===== config.mk =====
export PLATFORM = sky130hd
export DESIGN_NAME = id_ex_stage_reg
export DESIGN_NICKNAME = d
export VERILOG_FILES = /design/src/rtl/id_ex_stage_reg.sv
export SDC_FILE = /design/constraint.sdc
export NUM_CORES = 1
export LEC_CHECK = 0
export BUFFER_PORTS_ARGS = -buffer_cell sky130_fd_sc_hd__buf_2
export CAP_MARGIN = 20
export CORE_AREA = 2 2 125 127
export CTS_CLUSTER_SIZE = 28
export DETAILED_ROUTE_END_ITERATION = 12
export DIE_AREA = 0 0 127 129
export PLACE_DENSITY_LB_ADDON = 0.15
export SETUP_SLACK_MARGIN = 0.1
export SYNTH_ARGS = -nofsm -noshare
export SYNTH_HDL_FRONTEND = slang
export SYNTH_SLANG_ARGS = --single-unit

===== constraint.sdc =====
create_clock -name clk -period 1 [get_ports clk]
set_input_delay 0.15 -clock clk [delete_from_list [all_inputs] [get_ports clk]]
set_output_delay 0.15 -clock clk [all_outputs]
set_load 0.1 [all_outputs]

===== src/rtl/id_ex_stage_reg.sv =====
// ID/EX pipeline register: captures decoded fields and operands for Execute.
// Priority per edge is rst > flush > freeze > load; control bits are bubbled when valid_in is low.
module id_ex_stage_reg #(
  parameter int REG_LEN = 32
) (
  input  logic               clk,
  input  logic               rst,
  input  logic               flush,
  input  logic               freeze,
  input  logic               valid_in,
  input  logic [REG_LEN-1:0] pc_in,
  input  logic [REG_LEN-1:0] val_rn_in,
  input  logic [REG_LEN-1:0] val_rm_in,
  input  logic [11:0]        shift_operand_in,
  input  logic               immd_in,
  input  logic [23:0]        signed_imm_24_in,
  input  logic [3:0]         exe_cmd_in,
  input  logic               mem_r_en_in,
  input  logic               mem_w_en_in,
  input  logic               wb_en_in,
  input  logic               b_in,
  input  logic               s_in,
  input  logic [3:0]         dest_in,
  input  logic [3:0]         src1_in,
  input  logic [3:0]         src2_in,
  input  logic [3:0]         status_in,
  output logic               valid_out,
  output logic [REG_LEN-1:0] pc_out,
  output logic [REG_LEN-1:0] val_rn_out,
  output logic [REG_LEN-1:0] val_rm_out,
  output logic [11:0]        shift_operand_out,
  output logic               immd_out,
  output logic [23:0]        signed_imm_24_out,
  output logic [3:0]         exe_cmd_out,
  output logic               mem_r_en_out,
  output logic               mem_w_en_out,
  output logic               wb_en_out,
  output logic               b_out,
  output logic               s_out,
  output logic [3:0]         dest_out,
  output logic [3:0]         src1_out,
  output logic [3:0]         src2_out,
  output logic [3:0]         status_out,
  output logic               is_mem_command_out
);

  typedef struct packed {
    logic               valid;
    logic [REG_LEN-1:0] pc;
    logic [REG_LEN-1:0] val_rn;
    logic [REG_LEN-1:0] val_rm;
    logic [11:0]        shift_operand;
    logic               immd;
    logic [23:0]        signed_imm_24;
    logic [3:0]         exe_cmd;
    logic               mem_r_en;
    logic               mem_w_en;
    logic               wb_en;
    logic               b;
    logic               s;
    logic [3:0]         dest;
    logic [3:0]         src1;
    logic [3:0]         src2;
    logic [3:0]         status;
  } stage_t;

  stage_t d, q;

  always_comb begin
    d               = '0;
    d.valid         = valid_in;
    d.pc            = pc_in;
    d.val_rn        = val_rn_in;
    d.val_rm        = val_rm_in;
    d.shift_operand = shift_operand_in;
    d.immd          = immd_in;
    d.signed_imm_24 = signed_imm_24_in;
    d.exe_cmd       = exe_cmd_in;
    // Side-effecting controls only travel with a real instruction
    d.mem_r_en      = mem_r_en_in & valid_in;
    d.mem_w_en      = mem_w_en_in & valid_in;
    d.wb_en         = wb_en_in    & valid_in;
    d.b             = b_in        & valid_in;
    d.s             = s_in        & valid_in;
    d.dest          = dest_in;
    d.src1          = src1_in;
    d.src2          = src2_in;
    d.status        = status_in;
  end

  always_ff @(posedge clk) begin
    if (rst || flush) q <= '0;
    else if (!freeze) q <= d;
  end

  assign valid_out          = q.valid;
  assign pc_out             = q.pc;
  assign val_rn_out         = q.val_rn;
  assign val_rm_out         = q.val_rm;
  assign shift_operand_out  = q.shift_operand;
  assign immd_out           = q.immd;
  assign signed_imm_24_out  = q.signed_imm_24;
  assign exe_cmd_out        = q.exe_cmd;
  assign mem_r_en_out       = q.mem_r_en;
  assign mem_w_en_out       = q.mem_w_en;
  assign wb_en_out          = q.wb_en;
  assign b_out              = q.b;
  assign s_out              = q.s;
  assign dest_out           = q.dest;
  assign src1_out           = q.src1;
  assign src2_out           = q.src2;
  assign status_out         = q.status;
  assign is_mem_command_out = q.mem_r_en | q.mem_w_en;

endmodule


==> results by group, run 1 <==
Power and ir drop
  • Worst ir drop on vdd: 0.996 mV
  • Internal: 11.9 mW
  • Switching pwr: 4.92 mW
  • Switching share of power: 29.3%
  • Register share of total power: 38.8%
  • Clock power frac: 37.0%
  • Pleak: 5.54 nW
  • Logic pwr share: 24.3%
  • Power density over the cells: 1350 mW/mm2

Critical path
  • Required time of the critical path: 850 ps
  • Crit path launch: mem_r_en_out$_SDFFE_PP0N_
  • Crit end category: primary output
  • Worst path arrival time: 1160 ps
  • Kind of critical path: reg -> out
  • Worst setup path endpoint: is_mem_command_out
  • FF-to-FF setup slack: 140 ps
  • Startpoint types: register
  • Reg2reg end: shift_operand_out[2]$_SDFFE_PP0N_
  • R2R depth: 3
  • CP Max Fanout: 2
  • Worst r2r src: shift_operand_out[2]$_SDFFE_PP0N_

Cells and area
  • Fill cells: 705
  • Share of layout cells above drive strength 1: 54.0%
  • Reg area: 0.00378 mm2
  • Area Overhead vs Synth: 117%
  • Cell area after layout: 0.0125 mm2
  • Nets@finish: 1154
  • Area of the multi-input gates: 0.00222 mm2

Die
  • # IOs: 323
  • Die area: 0.0164 mm2
  • Core area: 0.0150 mm2
  • Die Ht: 129 um
  • Row count: 45
  • Die width: 127 um
  • Initial core utilization: 38.3%

Logic synthesis
  • Top FF cell, synth: dfxtp_1
  • Synth Warn #: 0
  • Synth area leaders: dfxtp_1 (56%), mux2i_1 (27%), nor2_1 (10%)
  • Count leader, synth: dfxtp_1
  • Distinct cell type count after synthesis: 14
  • Synth cell count leaders: dfxtp_1 (159), mux2i_1 (154), nor2_1 (154)
  • FF+latch count, synth: 159
  • Fraction of registers with async set/reset: 0%
  • Cells after synthesis: 520
  • Syn avg cell area: 11.0 um2
  • Part of the Yosys area used for sequential elements: 55.5%
  • Syn_nets: 683
  • Leading area contributor after synthesis: dfxtp_1
  • Share of the synthesized area in the top cell type: 55.5%
  • EDFF count, synth: 0
  • Post-synthesis cell area: 0.00573 mm2

Route
  • Via count: 5634
  • Iter 0 DRT Violations: 157
  • DRC errors left: 0
  • Wire per inst: 18.3 um
  • Post-DR vias/cell: 4.74
  • Routed wire length: 21800 um
  • DRT Pass-1 Iters: 4
  • Antenna viol nets, final: 0

Status
  • Failing checks: setup timing
  • Outcome: complete, but fails checks

Flow run
  • Max cap viols: 0

Timing
  • Hold slack: 13.7 ps
  • Final worst slack: -315 ps
  • Crit path time final: 1310 ps
  • Final Slew Violations: 0
  • Final hold vios: 0
  • Final worst path period share: 131%
  • Final setup viols: 160
  • Worst-margin pin slew: 345 ps
  • Slew margin rel.: 77.0%
  • Fmax: 761 MHz
  • RSZ-0062 raised after global routing: yes
  • Setup Skew: 0 ps

Global routing
  • Largest net degree at the start of global routing: 67
  • First-pass GRT wire length: 32800 um
  • GR Overflow Total: 0
  • Initial antenna violation count: 1
  • Vias in the first global route: 6262
  • Total GRT Usage: 25.7%

Placement
  • Placed Area: 0.0105 mm2
  • HPWL Detailed: 13700 um
  • Gpl congestion: 0.787
  • Port Buffers: 322

Worst hold path
  • Worst hold path type: in -> reg

Clock network
  • Worst-skew pair later-pin latency: 400 ps
  • CTS tree: yes
  • # H-tree levels: 4
  • Clk slew on worst S/H paths: 60 ps
  • Clock root buffer: clkbuf_16
  • CTS Buf Count: 17
  • TritonCTS Sinks: 159
  • Clock Path Buffers: 2
==> repair_timing <==
action / CTS / global route
hold buffers: 132 / 0
pin swaps: 1 / 0
setup buffers: 14 / 3
endpoints found under the hold margin: 132 / 0
resized for setup: 6 / 0
setup endpoints to repair: 160 / 160
==> power by group through the flow <==
stage	Sequential, mW	Clock [mW]	Combinational (mW)
after global routing	6.52	6.61	4.20
after detailed placement	6.63	0	3.55
after floorplan	8.01	0	0.766
final	6.50	6.21	4.07
after CTS	6.49	6.32	4.01
after global placement	6.61	0	3.49
==> sequential cells by signal, summed over array words and instances, names as in the netlist <==
signal,count
val_rn_out,32
b_out,1
mem_w_en_out,1
s_out,1
valid_out,1
val_rm_out,32
status_out,4
signed_imm_24_out,24
exe_cmd_out,4
dest_out,4
immd_out,1
src1_out,4
src2_out,4
mem_r_en_out,1
pc_out,32
wb_en_out,1
shift_operand_out,12
==> routing by layer <==
layer  track usage, %  vias up  part of all wire (%)
li1                 -     2665                     -
met2             49.6      255                    55
met5                0        -                     0
met1             25.3     2667                    35
met3             8.48       47                   7.3
met4             10.4        0                   2.8
==> how the worst min path moves through the flow <==
stage / startpoint / endpoint / slack (ps) / cells after the start
final: val_rn_in[8] / val_rn_out[8]$_SDFFE_PP0N_ / 10 / 3
after floorplan: dest_in[0] / dest_out[0]$_SDFFE_PP0N_ / 290 / 2
after global routing: pc_in[2] / pc_out[2]$_SDFFE_PP0N_ / 9 / 3
after detailed placement: signed_imm_24_in[4] / signed_imm_24_out[4]$_SDFFE_PP0N_ / 390 / 3
after CTS: val_rn_in[8] / val_rn_out[8]$_SDFFE_PP0N_ / 0.6 / 3
after global placement: dest_in[2] / dest_out[2]$_SDFFE_PP0N_ / 380 / 3
==> layout make-up <==
class / instances / share of cell area (%)
sequential: 159 / 30.3
timing repair buffer: 488 / 45.5
antenna: 1 / 0.0201
tap: 188 / 1.89
clock buffer: 19 / 3.47
multi-input combinational: 325 / 17.8
clock inverter: 9 / 0.973
==> layout by cell type (no fill, tap or decap), types with 17 or more instances in the layout <==
| master | netlist | layout |
|---|---|---|
| buf_12 | 1 | 166 |
| buf_2 | 7 | 161 |
| buf_4 | 11 | 27 |
| clkbuf_16 | 0 | 17 |
| dfxtp_4 | 0 | 159 |
| dlygate4sd3_1 | 0 | 132 |
| mux2i_1 | 154 | 154 |
| nor2_1 | 154 | 154 |
==> kinds of logic (layout without fill, tap and decap cells) <==
| family | count (synthesis) | count (layout) | synth area share, % |
|---|---|---|---|
| DFF | 159 | 159 | 55.5 |
| AOI/OAI and AO/OA | 5 | 5 | 0.436 |
| and+or+nand+nor | 166 | 166 | 11.3 |
| muxes | 154 | 154 | 26.9 |
| other | 0 | 1 | 0 |
| buffers and inverters | 36 | 516 | 5.87 |
==> critical path, stage by stage (launching register included) <==
cell,delay [ps]
dfxtp_4,340
or2_4,250
buf_12,160
==> stage by stage <==
| stage | worst slack (ps) | instances | setup TNS [ps] | utilization (%) | total power [mW] |
|---|---|---|---|---|---|
| after CTS | -333 | 1186 | -17610 | 83.2 | 16.8 |
| final | -315 | 1189 | -14210 | 83.2 | 16.8 |
| after detailed placement | -61.4 | 1012 | -1210 | 69.8 | 10.2 |
| after global placement | -13.0 | 1012 | -64.0 | 69.8 | 10.1 |
| after global routing | -349 | 1189 | -19580 | 83.2 | 17.3 |
| after floorplan | -44.5 | 520 | -44.5 | - | 8.78 |
Note: power is estimated with default switching activity, not from simulation.
==> run 2, diff against run 1 <==
Settings changed: HOLD_SLACK_MARGIN set to 0.06.
==> results by group, run 2 (same netlist as run 1, synthesis figures left out) <==
Placement
  • Placed Area: 0.0105 mm2 (unchanged)
  • Port Buffers: 322 (unchanged)
  • Placed cell count: 1012 (unchanged)
  • HPWL Detailed: 13700 um (unchanged)
  • Post-Place Worst Slack: -61.4 ps (unchanged)
  • Gpl congestion: 0.787 (unchanged)

Timing
  • Crit path time final: 1320 ps (was 1310 ps)
  • Final setup viols: 160 (unchanged)
  • Final Slew Violations: 0 (unchanged)
  • Final hold vios: 0 (unchanged)
  • Setup TNS: -14580 ps (was -14210 ps)
  • Slew margin rel.: 76.4% (was 77.0%)
  • Fmax: 759 MHz (was 761 MHz)
  • RSZ-0062 raised after global routing: yes (unchanged)
  • Final worst path period share: 132% (was 131%)
  • Final worst slack: -318 ps (was -315 ps)
  • Worst-margin pin slew: 353 ps (was 345 ps)
  • Setup Skew: 0 ps (unchanged)

Critical path
  • Slowest stage delay, CP: 340 ps (about the same)
  • Critical Path Slowest Stage Cell: dfxtp_4 (unchanged)
  • CP Cell Sequence: or2_4, buf_12 (unchanged)
  • Crit end category: primary output (unchanged)
  • Kind of critical path: reg -> out (unchanged)
  • CP Max Fanout: 2 (unchanged)
  • Required time of the critical path: 850 ps (about the same)
  • Worst path arrival time: 1170 ps (was 1160 ps)
  • Startpoint types: register (unchanged)

Power and ir drop
  • Pleak: 5.69 nW (was 5.54 nW)
  • Worst ir drop on vdd: 0.993 mV (was 0.996 mV)
  • Power density over the cells: 1320 mW/mm2 (was 1350 mW/mm2)
  • Pwr Total: 16.9 mW (was 16.8 mW)

Die
  • # IOs: 323 (unchanged)
  • Die width: 127 um (unchanged)
  • Die area: 0.0164 mm2 (unchanged)
  • Die Ht: 129 um (unchanged)
  • Initial core utilization: 38.3% (unchanged)
  • Core area: 0.0150 mm2 (unchanged)
  • Row count: 45 (unchanged)

Cells and area
  • Antenna Diode Count: 0 (was 1)
  • Cell area after layout: 0.0128 mm2 (was 0.0125 mm2)
  • Most frequent cells in the layout: buf_12 (166), buf_2 (161), dfxtp_4 (159), dlygate4sd3_1 (159), nor2_1 (154) (was buf_12 (166), buf_2 (161), dfxtp_4 (159))
  • Nets@finish: 1190 (was 1154)
  • Area Overhead vs Synth: 124% (was 117%)
  • Final cell count without fillers: 1224 (was 1189)
  • Commonest non-fill, non-tap cell in the layout: buf_12 (unchanged)
  • Share of layout cells above drive strength 1: 53.3% (was 54.0%)
  • Fill cells: 637 (was 705)

Route
  • DRC errors left: 0 (unchanged)
  • Post-DR vias/cell: 4.79 (was 4.74)
  • Routed wire length: 23200 um (was 21800 um)
  • DRT Pass-1 Iters: 5 (was 4)
  • Wire per inst: 18.9 um (was 18.3 um)
  • Iter 0 DRT Violations: 195 (was 157)
  • Via count: 5869 (was 5634)
  • Antenna viol nets, final: 0 (unchanged)

Global routing
  • Initial antenna violation count: 0 (was 1)
  • GR Overflow Total: 0 (unchanged)
  • First-pass GRT wire length: 34000 um (was 32800 um)
  • Vias in the first global route: 6442 (was 6262)
  • Total GRT Usage: 27.0% (was 25.7%)
  • Largest net degree at the start of global routing: 67 (unchanged)

Clock network
  • Clock Path Buffers: 2 (unchanged)
  • CTS Buf Count: 17 (unchanged)
  • # H-tree levels: 4 (unchanged)
  • Clock root buffer: clkbuf_16 (unchanged)
  • Worst-skew pair later-pin latency: 410 ps (was 400 ps)
  • TritonCTS Sinks: 159 (unchanged)
  • CTS tree: yes (unchanged)
  • Clk slew on worst S/H paths: 60 ps (about the same)

Status
  • Outcome: complete, but fails checks (unchanged)
  • Failing checks: setup timing (unchanged)

Worst hold path
  • Worst hold path type: in -> reg (unchanged)

Flow run
  • Max cap viols: 0 (unchanged)
## run 2: path summary, 6_finish.rpt
path                                                         start                                 end  cells past startpoint  slack [ps]
worst max register to register  signed_imm_24_out[17]$_SDFFE_PP0N_  signed_imm_24_out[17]$_SDFFE_PP0N_                      4          60
worst min register to register                  b_out$_SDFFE_PP0N_                  b_out$_SDFFE_PP0N_                      2         490
worst min-delay path                                        freeze              wb_en_out$_SDFFE_PP0N_                      4         250
worst max-delay path                     mem_r_en_out$_SDFFE_PP0N_                  is_mem_command_out                      2        -320
## run 2: timing repair
| action | in CTS | in global routing |
|---|---|---|
| pin swaps | 1 | 2 |
| cloned | 0 | 0 |
| endpoints found under the setup margin | 160 | 161 |
| setup buffers | 14 | 12 |
| hold buffers | 159 | 0 |
| endpoints found under the hold margin | 159 | 0 |
| gates resized for setup | 6 | 3 |
## run 2: metrics by stage
step	utilization [%]	hold slack [ps]
6_report	85.6	252
5_1_grt	85.6	258
4_1_cts	85.0	234
3_5_place_dp	69.8	387
3_3_place_gp	69.8	377
2_1_floorplan	-	293
## run 2: worst max-delay path: cells and delay by family, from the launching register on
family / cells / cell delay, ps
flops: 1 / 340
simple gates: 1 / 250
buf+inv: 1 / 160
## run 2: area by class of cell
| type | instances | area, um2 | share of cell area (%) |
|---|---|---|---|
| sequential | 159 | 3780 | 29.5 |
| clock buffer | 19 | 433 | 3.38 |
| timing repair buffer | 524 | 6020 | 46.9 |
| clock inverter | 9 | 121 | 0.947 |
| tap | 188 | 235 | 1.84 |
| multi-input combinational | 325 | 2230 | 17.4 |
## run 2: per-layer routing
metal	wire length [um]	GRT usage, %	vias up
li1	-	-	2736
met4	897	11.8	0
met2	12600	51.7	274
met1	7960	26.4	2797
met5	0	0	-
met3	1720	8.81	62
## run 2: power breakdown
part	total, mW	internal, mW	switching, mW	leakage (nW)
logic	4.21	1.84	2.37	4.01
registers	6.50	6.27	0.231	1.41
clock network	6.22	3.84	2.38	0.263
